File: src/rtl/quiz_pkg.sv
// quiz_pkg: state encoding, player/result/choice constants and key validity helper
// Revision 1.0 - initial release
`default_nettype none

package quiz_pkg;

  typedef enum logic [2:0] {
    ST_IDLE  = 3'd0,
    ST_ARM   = 3'd1,
    ST_OPEN  = 3'd2,
    ST_JUDGE = 3'd3,
    ST_SHOW  = 3'd4
  } round_state_e;

  localparam logic [1:0] PLAYER_NONE = 2'd0;
  localparam logic [1:0] PLAYER_P1   = 2'd1;
  localparam logic [1:0] PLAYER_P2   = 2'd2;

  localparam logic [1:0] RESULT_NONE = 2'd0;
  localparam logic [1:0] RESULT_P1   = 2'd1;
  localparam logic [1:0] RESULT_P2   = 2'd2;

  localparam logic [2:0] CHOICE_NONE = 3'd0;

  // A usable key needs both a choice 1..4 and a player 1..2
  function automatic logic key_valid(input logic [2:0] ans, input logic [1:0] ply);
    return (ans >= 3'd1) && (ans <= 3'd4) &&
           ((ply == PLAYER_P1) || (ply == PLAYER_P2));
  endfunction

endpackage

`default_nettype wire

File: src/rtl/remote_press_edge.sv
// remote_press_edge: registers the decoded remote keys and flags a fresh valid press
// Revision 1.0 - initial release
`default_nettype none

module remote_press_edge
  import quiz_pkg::*;
(
  input  logic       clk,
  input  logic       rst_n,
  input  logic [2:0] anssel,
  input  logic [1:0] player,
  output logic       press_vld,
  output logic [2:0] press_ans,
  output logic [1:0] press_ply
);

  logic [4:0] key_q;
  logic [4:0] key_qq;

  always_ff @(posedge clk or negedge rst_n) begin
    if (!rst_n) begin
      key_q  <= '0;
      key_qq <= '0;
    end else begin
      key_q  <= {anssel, player};
      key_qq <= key_q;
    end
  end

  assign press_ans = key_q[4:2];
  assign press_ply = key_q[1:0];
  // Only an idle -> keyed transition counts, so a held key fires once at most
  assign press_vld = (key_qq == 5'd0) && key_valid(press_ans, press_ply);

endmodule

`default_nettype wire

File: src/rtl/quiz_round_ctrl.sv
// quiz_round_ctrl: buzzer-round FSM, answer timer and BCD score counters.
// Optional build macro QUIZ_PENALTY_EN: wrong answers also cost one point (floor 0). Revision 1.0
`default_nettype none

module quiz_round_ctrl
  import quiz_pkg::*;
#(
  parameter int unsigned ROUND_TICKS = 10,
  parameter int unsigned SHOW_TICKS  = 3,
  parameter int unsigned MAX_SCORE   = 9
) (
  input  logic       clk,
  input  logic       rst_n,
  input  logic       tick,
  input  logic       start,
  input  logic       clr_scores,
  input  logic [2:0] correct_ans,
  input  logic [2:0] anssel,
  input  logic [1:0] player,
  output logic [3:0] score_p1,
  output logic [3:0] score_p2,
  output logic [3:0] time_left,
  output logic [2:0] round_state,
  output logic [1:0] result,
  output logic [1:0] lock_out
);

  localparam logic [3:0] TL_LOAD   = 4'(ROUND_TICKS);
  localparam logic [3:0] SCORE_MAX = 4'(MAX_SCORE);
  localparam logic [3:0] SHOW_LAST = 4'(SHOW_TICKS - 1);

  round_state_e state;
  logic [2:0]   ans_q;
  logic [2:0]   judge_ans;
  logic [1:0]   judge_ply;
  logic [3:0]   show_cnt;

  logic         press_vld;
  logic [2:0]   press_ans;
  logic [1:0]   press_ply;
  logic         press_locked;
  logic [1:0]   lock_wrong;

  remote_press_edge u_press (
    .clk       (clk),
    .rst_n     (rst_n),
    .anssel    (anssel),
    .player    (player),
    .press_vld (press_vld),
    .press_ans (press_ans),
    .press_ply (press_ply)
  );

  assign press_locked = (press_ply == PLAYER_P1) ? lock_out[0] : lock_out[1];
  assign lock_wrong   = lock_out | ((judge_ply == PLAYER_P1) ? 2'b01 : 2'b10);
  assign round_state  = state;

  always_ff @(posedge clk or negedge rst_n) begin
    if (!rst_n) begin
      state     <= ST_IDLE;
      ans_q     <= CHOICE_NONE;
      judge_ans <= CHOICE_NONE;
      judge_ply <= PLAYER_NONE;
      show_cnt  <= '0;
      score_p1  <= '0;
      score_p2  <= '0;
      time_left <= '0;
      result    <= RESULT_NONE;
      lock_out  <= 2'b00;
    end else begin
      case (state)
        ST_IDLE: begin
          if (clr_scores) begin
            score_p1 <= '0;
            score_p2 <= '0;
          end
          if (start) begin
            ans_q    <= correct_ans;
            result   <= RESULT_NONE;
            lock_out <= 2'b00;
            state    <= ST_ARM;
          end
        end

        ST_ARM: begin
          if (anssel == CHOICE_NONE) begin
            time_left <= TL_LOAD;
            state     <= ST_OPEN;
          end
        end

        // A press outranks a coincident tick; that tick is simply not counted
        ST_OPEN: begin
          if (press_vld && !press_locked) begin
            judge_ans <= press_ans;
            judge_ply <= press_ply;
            state     <= ST_JUDGE;
          end else if (tick) begin
            if (time_left <= 4'd1) begin
              time_left <= '0;
              result    <= RESULT_NONE;
              show_cnt  <= '0;
              state     <= ST_SHOW;
            end else begin
              time_left <= time_left - 4'd1;
            end
          end
        end

        ST_JUDGE: begin
          if (judge_ans == ans_q) begin
            if (judge_ply == PLAYER_P1) begin
              if (score_p1 < SCORE_MAX) score_p1 <= score_p1 + 4'd1;
              result <= RESULT_P1;
            end else begin
              if (score_p2 < SCORE_MAX) score_p2 <= score_p2 + 4'd1;
              result <= RESULT_P2;
            end
            time_left <= '0;
            show_cnt  <= '0;
            state     <= ST_SHOW;
          end else begin
            lock_out <= lock_wrong;
`ifdef QUIZ_PENALTY_EN
            if (judge_ply == PLAYER_P1) begin
              if (score_p1 != 4'd0) score_p1 <= score_p1 - 4'd1;
            end else begin
              if (score_p2 != 4'd0) score_p2 <= score_p2 - 4'd1;
            end
`endif
            if (lock_wrong == 2'b11) begin
              result    <= RESULT_NONE;
              time_left <= '0;
              show_cnt  <= '0;
              state     <= ST_SHOW;
            end else begin
              state <= ST_OPEN;
            end
          end
        end

        ST_SHOW: begin
          if (tick) begin
            if (show_cnt == SHOW_LAST) state <= ST_IDLE;
            else show_cnt <= show_cnt + 4'd1;
          end
        end

        default: state <= ST_IDLE;
      endcase
    end
  end

endmodule

`default_nettype wire
File: config.mk
export PLATFORM = sky130hd
export DESIGN_NAME = quiz_round_ctrl
export DESIGN_NICKNAME = d
export VERILOG_FILES = /design/src/rtl/quiz_pkg.sv /design/src/rtl/remote_press_edge.sv /design/src/rtl/quiz_round_ctrl.sv
export SDC_FILE = /design/constraint.sdc
export NUM_CORES = 1
export LEC_CHECK = 0
export CAP_MARGIN = 25
export CORE_MARGIN = 2
export CORE_UTILIZATION = 48
export DETAILED_ROUTE_END_ITERATION = 6
export GPL_TIMING_DRIVEN = 0
export HOLD_SLACK_MARGIN = 0.06
export PLACE_DENSITY_LB_ADDON = 0.12
export SLEW_MARGIN = 20
export SYNTH_ARGS = -nofsm -noshare
export SYNTH_HDL_FRONTEND = slang
export SYNTH_SLANG_ARGS = --single-unit
File: constraint.sdc
create_clock -name clk -period 1.9 [get_ports clk]
set_input_delay 0.57 -clock clk [delete_from_list [all_inputs] [get_ports clk]]
set_output_delay 0.57 -clock clk [all_outputs]
set_load 0.01 [all_outputs]
==> impl_results.md, run 1 <==
* Count of cell types in the netlist at 39
* Width of the die at 69.4 um
* Pin count of the biggest net entering global routing at 26
* Yosys top cell area share at between 50% and 60%
* First-pass DRT Iterations at 4
* First-pass GRT wire length at about 8400 um
* Gr ovfl total at 0
* Pleak at between 1 and 1.5 nW
* Post-Synthesis Cells at approximately 200
* RSZ-0062 raised after global routing: yes
* Antenna viol nets, final at 0
* Crit-path max FO at 4
* Drt drc at 0
* Ys async rst share at 100%
* Max-Cap Viols at 0
* Final min period at 1990 ps
* Pwr Density at ~1200 nW/um2
* Standard-cell rows at 23
* CTS max path bufs at 2
* Critical Path Max Stage Delay at 410 ps
* Post-route clock period utilization at 105%
* Relative slew margins at between 60 and 70%
* Sw frac at approximately two fifths
* Clk root buf: clkbuf_8
* Slew Limit Fails at 0
* Outcome: finished with violations
* IO Pins at 32
* Top_reg_cell synth: dfrtp_1
* Final setup fails at 12
* Post-DP HPWL at between 3000 and 4000 um
* Power share of the clock group at between 10% and 20%
* Fin. Hold Viols at 0
* Bufs and invs on worst path at 3
* Initial antenna violation count at 0
* Initial cell density of the core at 50.6%
* Clock sink total at 41
* Chip height at 69.4 um
* YS warnings at 0
* Sequential share of the synthesized area at between 50% and 60%
* Failing checks: negative setup slack
* Final net count at ~280
* Number of global-route vias before repair at between 1500 and 2000
* Via Count at about 1800
* Area delta synth->final at 37.9%
* Drt total wl at 5150 um
* Setup Crit Path Kind: reg2reg
* CP Launch Type: flop
* Fmax at 504 MHz
* Netlist Area Pre-Place at 2050 um2
* Initial DRC count at 110
* IO buf count at 31
* Setup slack, reg-to-reg at -90 ps
* Syn_area_per_cell at ~10 um2
* Worst VDD drop at 683 uV
* Syn Nets at about 220
* Post-synth EDFFs at 0
* Internal at 2.02 mW
* Crit end category: flop
* Flops & latches, synth at 41
* Antenna fix cells at 0
* Worst-path clk slew at about 90 ps
* Post-route clock skew at 6.95 ps
* Worst-Skew Late Latency at 300 ps
* Net switching power at about 1.3 mW
* H-tree level count at 2
* CP most frequent cell: buf_4
* Fillers at 287
* HP Class: in2async
* Placed cell area at 2450 um2
* TritonCTS Buffers at 5
* WP data arrival at between 2000 and 2500 ps
* TritonCTS clock tree: yes
* Synth area leaders: dfrtp_1, ha_1, mux2_2
* Routability Congestion at approximately 0.8
* Die footprint at 4810 um2
* Worst-Margin Slew at between 500 and 600 ps
* Required time of the critical path at about 2100 ps
* Gate power share at roughly 44%
* Gr usage total at between 20% and 30%
* Setup ws final at -85.8 ps
* Vias per cell at 5.67
* Hold WS at 196 ps
* CTS hold repair buffers at 0
* Top cell type by total area after synthesis: dfrtp_1
* Post-route cell area at roughly 2800 um2
* List of most frequent post-synthesis cells: dfrtp_1, nand2_1, nand3_1
* Core footprint at ~4100 um2
* Sequential share of power at 37.1%
* CP cell instances: inv_1 > ha_1 > mux2i_1 > nand3_2 > buf_4 > nor3_4 > buf_4 > mux2_2
* Most numerous cell in the Yosys netlist: dfrtp_1
* Share of layout cells above drive strength 1 at about a quarter
* Crit-path slowest cell: dfrtp_1
* Top delay family on crit path: multiplexers
* Routed length per placed instance at 16.6 um
power by group through the flow:
stage	clock (mW)	sequential (mW)	combinational, mW
6_report	0.614	1.21	1.45
5_1_grt	0.656	1.24	1.57
4_1_cts	0.624	1.23	1.21
3_5_place_dp	0	1.23	1.11
3_3_place_gp	0	1.22	1.07
2_1_floorplan	0	1.23	0.697
per-stage QoR:
step	cells	setup WS, ps	TNS [ps]	total power, mW	utilization, %
3_5_place_dp	281	-517	-7050	2.34	60.3
4_1_cts	294	-40.1	-84.2	3.07	65.4
2_1_floorplan	199	-24.9	-40.3	1.92	-
3_3_place_gp	280	-698	-34570	2.29	59.8
5_1_grt	311	-164	-2100	3.47	69.8
6_report	311	-85.8	-535	3.27	69.8
cell type report:
cell class | count | area (um2) | area share (%)
repair buffers | 55 | 507 | 17.9
plain buffers | 4 | 18.8 | 0.663
clock buffers | 5 | 68.8 | 2.43
clock inverters | 3 | 25.0 | 0.884
multi-input cells | 143 | 1080 | 38.2
flip-flops and latches | 41 | 1030 | 36.4
well taps | 50 | 62.6 | 2.21
inverters | 10 | 37.5 | 1.33
worst paths after layout:
| path | startpoint | endpoint | cells after the start |
|---|---|---|---|
| worst min-delay path | rst_n | u_press.key_q[1]$_DFF_PN0_ | 1 |
| worst max register to register | u_press.key_q[1]$_DFF_PN0_ | judge_ply[0]$_DFFE_PN0P_ | 8 |
| max in group asynchronous | rst_n | round_state[2]$_DFFE_PN0P_ | 2 |
| min in group clk | u_press.key_q[0]$_DFF_PN0_ | u_press.key_qq[0]$_DFF_PN0_ | 0 |
| worst max-delay path | u_press.key_q[1]$_DFF_PN0_ | judge_ply[0]$_DFFE_PN0P_ | 8 |
| worst min register to register | u_press.key_q[0]$_DFF_PN0_ | u_press.key_qq[0]$_DFF_PN0_ | 0 |
layer usage:
metal	global-route usage (%)	vias up	part of all wire, %
li1	-	827	-
met5	0	-	0
met2	36.9	49	53
met4	7.63	0	1.5
met3	4.65	7	3.9
met1	27.5	879	42
worst reg2reg max path, stage by stage (launching register included):
cell and delay [ps]:
dfrtp_1 410, inv_1 60, ha_1 150, mux2i_1 210, nand3_2 160, buf_4 190, nor3_4 210, buf_4 160
mux2_2 320
flip-flops by register name, indices dropped and copies added (netlist names):
signal	cells
round_state	3
score_p2	4
result	2
u_press.key_qq	5
score_p1	4
u_press.key_q	5
time_left	4
ans_q	3
lock_out	2
judge_ply	2
judge_ans	3
show_cnt	4
layout by cell type (no fill, tap or decap), types with 6 or more instances in the layout:
| cell | count |
|---|---|
| inv_1 | 10 |
| nor2_1 | 11 |
| clkdlybuf4s50_1 | 28 |
| buf_4 | 22 |
| mux2_2 | 8 |
| nor3_1 | 6 |
| mux2i_1 | 6 |
| nand2_1 | 18 |
| ha_1 | 9 |
| o21ai_0 | 9 |
| nand2b_1 | 8 |
| nand3_1 | 11 |
| a21oi_1 | 7 |
| dfrtp_1 | 37 |
logic make-up after synthesis:
logic type | after synthesis | share of synthesized area [%]
flops | 41 | 50.0
simple gates | 81 | 21.1
mux | 15 | 8.05
xor+xnor | 4 | 1.71
buf+inv | 15 | 3.23
compound gates | 34 | 10.4
fa+ha+maj | 9 | 5.49
what timing repair did:
item | in CTS | in global routing
gates resized for setup | 18 | 13
buffers inserted | 6 | 17
pin swaps | 7 | 8
setup endpoints to repair | 23 | 29
(Power assumes the default switching activity.)
==> inputs of run 2 (changes only) <==
--- a/config.mk
+++ b/config.mk
@@ -7,11 +7,13 @@
 export LEC_CHECK = 0
 export CAP_MARGIN = 25
 export CORE_MARGIN = 2
-export CORE_UTILIZATION = 48
+export CORE_UTILIZATION = 50
+export CTS_BUF_LIST = sky130_fd_sc_hd__clkbuf_2
 export DETAILED_ROUTE_END_ITERATION = 6
 export GPL_TIMING_DRIVEN = 0
 export HOLD_SLACK_MARGIN = 0.06
 export PLACE_DENSITY_LB_ADDON = 0.12
+export RECOVER_POWER = 25
 export SLEW_MARGIN = 20
 export SYNTH_ARGS = -nofsm -noshare
 export SYNTH_HDL_FRONTEND = slang
==> impl_results.md, run 2 (synthesized netlist as in run 1, its figures left out) <==
* Vias per cell at 5.70 (+0.62%)
* WP data arrival at 2300 ps (+120 ps)
* Worst setup startpoint: ans_q[2]$_DFFE_PN0P_
* CP Launch Type: flop
* Core footprint at 3970 um2 (-2.1%)
* Gr ovfl total at 0 (unchanged)
* Crit end category: flop
* Routed length per placed instance at 16.0 um (-3.7%)
* Crit-path max FO at 5 (+1)
* Post-place setup slack at -516 ps (+0.632 ps)
* Final net count at 292 (+3.5%)
* Setup Crit Path Kind: reg2reg
* Setup slack, reg-to-reg at -70 ps (about the same)
* Fillers at 289 (+0.70%)
* Slew Limit Fails at 0 (unchanged)
* Gr usage total at 23.5% (+1.7 points)
* Initial antenna violation count at 0 (unchanged)
* Max-Cap Viols at 0 (unchanged)
* First-pass DRT Iterations at 4 (unchanged)
* Commonest non-fill, non-tap cell in the layout: dfrtp_1
* Post-route clock period utilization at 104% (-0.67 points)
* Fin. Hold Viols at 0 (unchanged)
* Drt drc at 0 (unchanged)
* Relative slew margins at 19.4% (-42 points)
* Pleak at 1.38 nW (+7.5%)
* Share of layout cells above drive strength 1 at 29.2% (+3.5 points)
* Worst-Margin Slew at 1210 ps (+634 ps)
* R2R cell count at 6 (-2)
* Fin util at 71.8% (+2.0 points)
* IO buf count at 31 (unchanged)
* RSZ-0062 raised after global routing: yes
* Standard-cell rows at 23 (unchanged)
* Initial DRC count at 119 (+8.2%)
* Number of global-route vias before repair at 1750 (-0.17%)
* H-tree level count at 2 (unchanged)
* Largest regs: u_press.key_q x5, u_press.key_qq x5
* Antenna fix cells at 0 (unchanged)
* Pwr Density at 1060 nW/um2 (-8.2%)
* Pin count of the biggest net entering global routing at 22 (-15%)
* Worst VDD drop at 557 uV (-19%)
* Clk root buf: clkbuf_2
* Outcome: finished with violations
* Final setup fails at 2 (-10)
* Via Count at 1830 (+3.9%)
* First-pass GRT wire length at 8100 um (-3.1%)
* Initial cell density of the core at 51.7% (+1.1 points)
* Final setup TNS at -97.3 ps (+438 ps)
* RR Endpoint: time_left[2]$_DFFE_PN0P_
* Routability Congestion at 0.859 (+8.9%)
* Final min period at 1970 ps (-12.7 ps)
* Tot Pwr at 3.03 mW (-7.5%)
* Required time of the critical path at 2230 ps (+130 ps)
* Clock sink total at 41 (unchanged)
* Post-route clock skew at 15.1 ps (+8.14 ps)
* Worst-path clk slew at 200 ps (+110 ps)
* Worst Setup EP: time_left[2]$_DFFE_PN0P_
* IO Pins at 32 (unchanged)
* CTS max path bufs at 2 (unchanged)
* Drt total wl at 5120 um (-0.56%)
* Area delta synth->final at 38.9%
* TritonCTS Buffers at 5 (unchanged)
* Width of the die at 68.1 um (-1.9%)
* Antenna viol nets, final at 0 (unchanged)
* TritonCTS clock tree: yes
* Chip height at 68.1 um (-1.9%)
* Reg-to-Reg Start: ans_q[2]$_DFFE_PN0P_
* Hold WS at 362 ps (+166 ps)
* Worst-Skew Late Latency at 410 ps (+110 ps)
* HP Class: in2async
* Failing checks: negative setup slack
* Post-DP HPWL at 3390 um (+0.10%)
* Setup ws final at -73.1 ps (+12.7 ps)
* Die footprint at 4630 um2 (-3.8%)
* Commonest cells after routing, fill and taps aside: dfrtp_1, buf_4, dlygate4sd2_1, nand2_1
* Fmax at 507 MHz (+0.64%)
[run 2: cell types whose count changed in the layout (fill, tap and decap cells not counted), moves of 2 or more]
cell             change
nor3_2               +2
clkdlybuf4s50_1     -17
dlygate4sd2_1       +17
xor2_2               -2
ha_1                 -2
buf_4                +9
clkinv_2             +2
xor2_1               +2
clkbuf_8             -5
clkbuf_2             +6
inv_6                -2
[run 2: layer usage]
layer,up-vias,part of all wire [%],global-route usage (%)
li1,851,-,-
met1,902,41,28.8
met2,66,53,41.0
met3,11,4.8,5.59
met4,0,1.4,6.75
met5,-,0,0
[run 2: area by class of cell]
class	instances	area, um2	area share (%)
buffer	4	18.8	0.658
clock buffer	6	30.0	1.05
clock inverter	2	10.0	0.351
inverter	10	37.5	1.32
multi-input combinational	143	1100	38.5
sequential	41	1030	36.1
tap	50	62.6	2.19
timing repair buffer	65	563	19.8
[run 2: worst min path at each step]
stage	startpoint	to	slack, ps	cells after the start
global route	rst_n	u_press.key_qq[2]$_DFF_PN0_	460	1
CTS	rst_n	show_cnt[1]$_DFFE_PN0P_	90	1
detailed placement	u_press.key_q[1]$_DFF_PN0_	u_press.key_qq[1]$_DFF_PN0_	400	0
global placement	u_press.key_q[1]$_DFF_PN0_	u_press.key_qq[1]$_DFF_PN0_	400	0
finish	rst_n	show_cnt[1]$_DFFE_PN0P_	360	1
floorplan	rst_n	ans_q[0]$_DFFE_PN0P_	270	0
[run 2: power by group]
group | internal [mW] | total [mW] | switching, mW
combinational | 0.703 | 1.49 | 0.785
clock | 0.0925 | 0.369 | 0.277
sequential | 1.04 | 1.17 | 0.129
total | 1.84 | 3.03 | 1.19
[run 2: through the flow]
step           cells  instance area, um2
6_report         321                2850
5_1_grt          321                2850
4_1_cts          314                2720
3_5_place_dp     281                2450
3_3_place_gp     280                2420
2_1_floorplan    199                2050
[run 2: worst max-delay path, cell delays in order (launching register included)]
cell	delay [ps]
dfrtp_1	430
xor2_1	180
or3_4	380
and4_4	200
a211o_1	320
buf_6	150
a211o_1	240
[run 2: what timing repair did]
action	CTS	global route
setup buffers	26	8
hold buffers	0	0
setup endpoints to repair	39	23
resized for setup	34	19
pin swaps	7	8
==> inputs of run 3 (changes only) <==
--- a/config.mk
+++ b/config.mk
@@ -5,8 +5,6 @@
 export SDC_FILE = /design/constraint.sdc
 export NUM_CORES = 1
 export LEC_CHECK = 0
-export CAP_MARGIN = 25
-export CORE_MARGIN = 2
 export CORE_UTILIZATION = 50
 export CTS_BUF_LIST = sky130_fd_sc_hd__clkbuf_2
 export DETAILED_ROUTE_END_ITERATION = 6
==> impl_results.md, run 3 (synthesized netlist as in run 1, its figures left out) <==
* Final net count at 294 (+0.68%)
* Worst VDD drop at 697 uV (+25%)
* Post-place setup slack at -538 ps (-22.4 ps)
* Final setup TNS at -391 ps (-294 ps)
* Worst-Margin Slew at 1250 ps (+44.4 ps)
* RSZ-0062 raised after global routing: yes
* TritonCTS clock tree: yes
* Worst-path clk slew at 220 ps (+20 ps)
* Width of the die at 66.1 um (-2.9%)
* Chip height at 66.1 um (-2.9%)
* Relative slew margins at 16.4% (-3.0 points)
* H-tree level count at 2 (unchanged)
* CP Launch Type: flop
* Post-DP HPWL at 3410 um (+0.64%)
* Via Count at 1804 (-1.4%)
* Drt drc at 0 (unchanged)
* Crit-path slowest cell: dfrtp_1
* Placed cell area at 2440 um2 (-0.10%)
* WP data arrival at 2280 ps (-20 ps)
* Worst-Skew Late Latency at 390 ps (-20 ps)
* Failing checks: negative setup slack
* TritonCTS Buffers at 5 (unchanged)
* Number of global-route vias before repair at 1770 (+1.1%)
* Setup Crit Path Kind: reg2reg
* R2R cell count at 9 (+3)
* Routed length per placed instance at 16.2 um (+1.4%)
* Gr ovfl total at 0 (unchanged)
* Share of layout cells above drive strength 1 at 28.9% (-0.21 points)
* Max-Cap Viols at 0 (unchanged)
* Post-route clock period utilization at 103% (-0.47 points)
* Initial antenna violation count at 0 (unchanged)
* Final cell count without fillers at 321 (unchanged)
* Fin util at 77.7% (+5.9 points)
* Largest regs: u_press.key_q x5, u_press.key_qq x5
* Clk root buf: clkbuf_2
* RR Endpoint: show_cnt[3]$_DFFE_PN0P_
* Initial cell density of the core at 54.0% (+2.3 points)
* Drt total wl at 5200 um (+1.4%)
* Antenna fix cells at 0 (unchanged)
* First-pass GRT wire length at 8250 um (+1.8%)
* Top delay family on crit path: simple AND/OR/NAND/NOR gates
* Commonest cells after routing, fill and taps aside: dfrtp_1, buf_4, nand2_1
* Final min period at 1960 ps (-8.98 ps)
* Outcome: finished with violations
* Area delta synth->final at 43.8%
* Final setup fails at 10 (+8)
* Fin. Hold Viols at 0 (unchanged)
* Critical Path Max Stage Delay at 440 ps (about the same)
* Setup ws final at -64.1 ps (+8.98 ps)
* Clock sink total at 41 (unchanged)
* Standard-cell rows at 22 (-4.3%)
* Routability Congestion at 0.877 (+2.1%)
* Die footprint at 4360 um2 (-5.8%)
* Setup slack, reg-to-reg at -60 ps (about the same)
* # placed instances at 279 (-0.71%)
* Fmax at 509 MHz (+0.46%)
* Reg-to-Reg Start: u_press.key_q[1]$_DFF_PN0_
* Pleak at 1.55 nW (+13%)
* Initial DRC count at 140 (+18%)
* CP cell instances: inv_1 > ha_1 > mux2i_1 > nand3_2 > buf_6 > nor3_4 > nor3_2 > buf_4 > o211ai_1
* Post-route cell area at 2950 um2 (+3.6%)
* Commonest non-fill, non-tap cell in the layout: dfrtp_1
* Pin count of the biggest net entering global routing at 23 (+4.5%)
* Crit-path max FO at 5 (unchanged)
* Required time of the critical path at 2210 ps (-20 ps)
* Antenna viol nets, final at 0 (unchanged)
* First-pass DRT Iterations at 4 (unchanged)
* Vias per cell at 5.62 (-1.4%)
* Pwr Density at 1110 nW/um2 (+4.1%)
* Gr usage total at 25.6% (+2.1 points)
* Crit end category: flop
* Bufs and invs on worst path at 3 (+2)
* Hold WS at 385 ps (+22.8 ps)
* IO buf count at 31 (unchanged)
* Tot Pwr at 3.27 mW (+7.8%)
* CTS max path bufs at 2 (unchanged)
* HP Class: in2async
* Core footprint at 3800 um2 (-4.3%)
* Slew Limit Fails at 0 (unchanged)
* Post-route clock skew at 19.7 ps (+4.58 ps)
* IO Pins at 32 (unchanged)
## run 3: changes by cell type in the layout (fill, tap and decap cells not counted), moves of 3 or more
cell            delta
buf_6              +3
dlygate4sd2_1      -9
o21ai_0            -3
xor2_2             +3
xor2_1             -3
dlymetal6s2s_1     +9
## run 3: final cells by class
type / instances / area, um2
plain buffers: 4 / 22.5
clock buffers: 6 / 30.0
clock inverters: 2 / 38.8
fillers: 260 / 847
inverters: 10 / 37.5
multi-input cells: 143 / 1110
flip-flops and latches: 41 / 1030
well taps: 48 / 60.1
repair buffers: 67 / 623
## run 3: metal layers
metal	up-vias	routed length, um	global-route usage, %	share of wire, %
met3	10	199	5.00	3.8
met4	0	108	8.78	2.1
met1	892	2160	29.3	42
met5	-	0	0	0
li1	852	-	-	-
met2	50	2720	46.9	52
## run 3: timing repair
item | in CTS | in global routing
pin swaps | 12 | 11
buffers inserted | 27 | 8
endpoints found under the setup margin | 40 | 33
resized for setup | 35 | 23
hold buffers | 0 | 0
## run 3: how the worst max path moves through the flow
stage,startpoint,to,slack (ps),cells past startpoint
6_report,u_press.key_q[1]$_DFF_PN0_,show_cnt[3]$_DFFE_PN0P_,-60,9
5_1_grt,u_press.key_q[1]$_DFF_PN0_,show_cnt[3]$_DFFE_PN0P_,-150,9
4_1_cts,judge_ans[0]$_DFFE_PN0P_,time_left[3]$_DFFE_PN0P_,-70,6
3_5_place_dp,tick,show_cnt[0]$_DFFE_PN0P_,-540,5
3_3_place_gp,rst_n,time_left[1]$_DFFE_PN0P_,-660,1
2_1_floorplan,ans_q[1]$_DFFE_PN0P_,time_left[0]$_DFFE_PN0P_,-20,6
## run 3: report_power, final
part           internal, mW  switching [mW]
Combinational         0.745           0.823
Sequential             1.04           0.135
Clock                 0.231           0.289
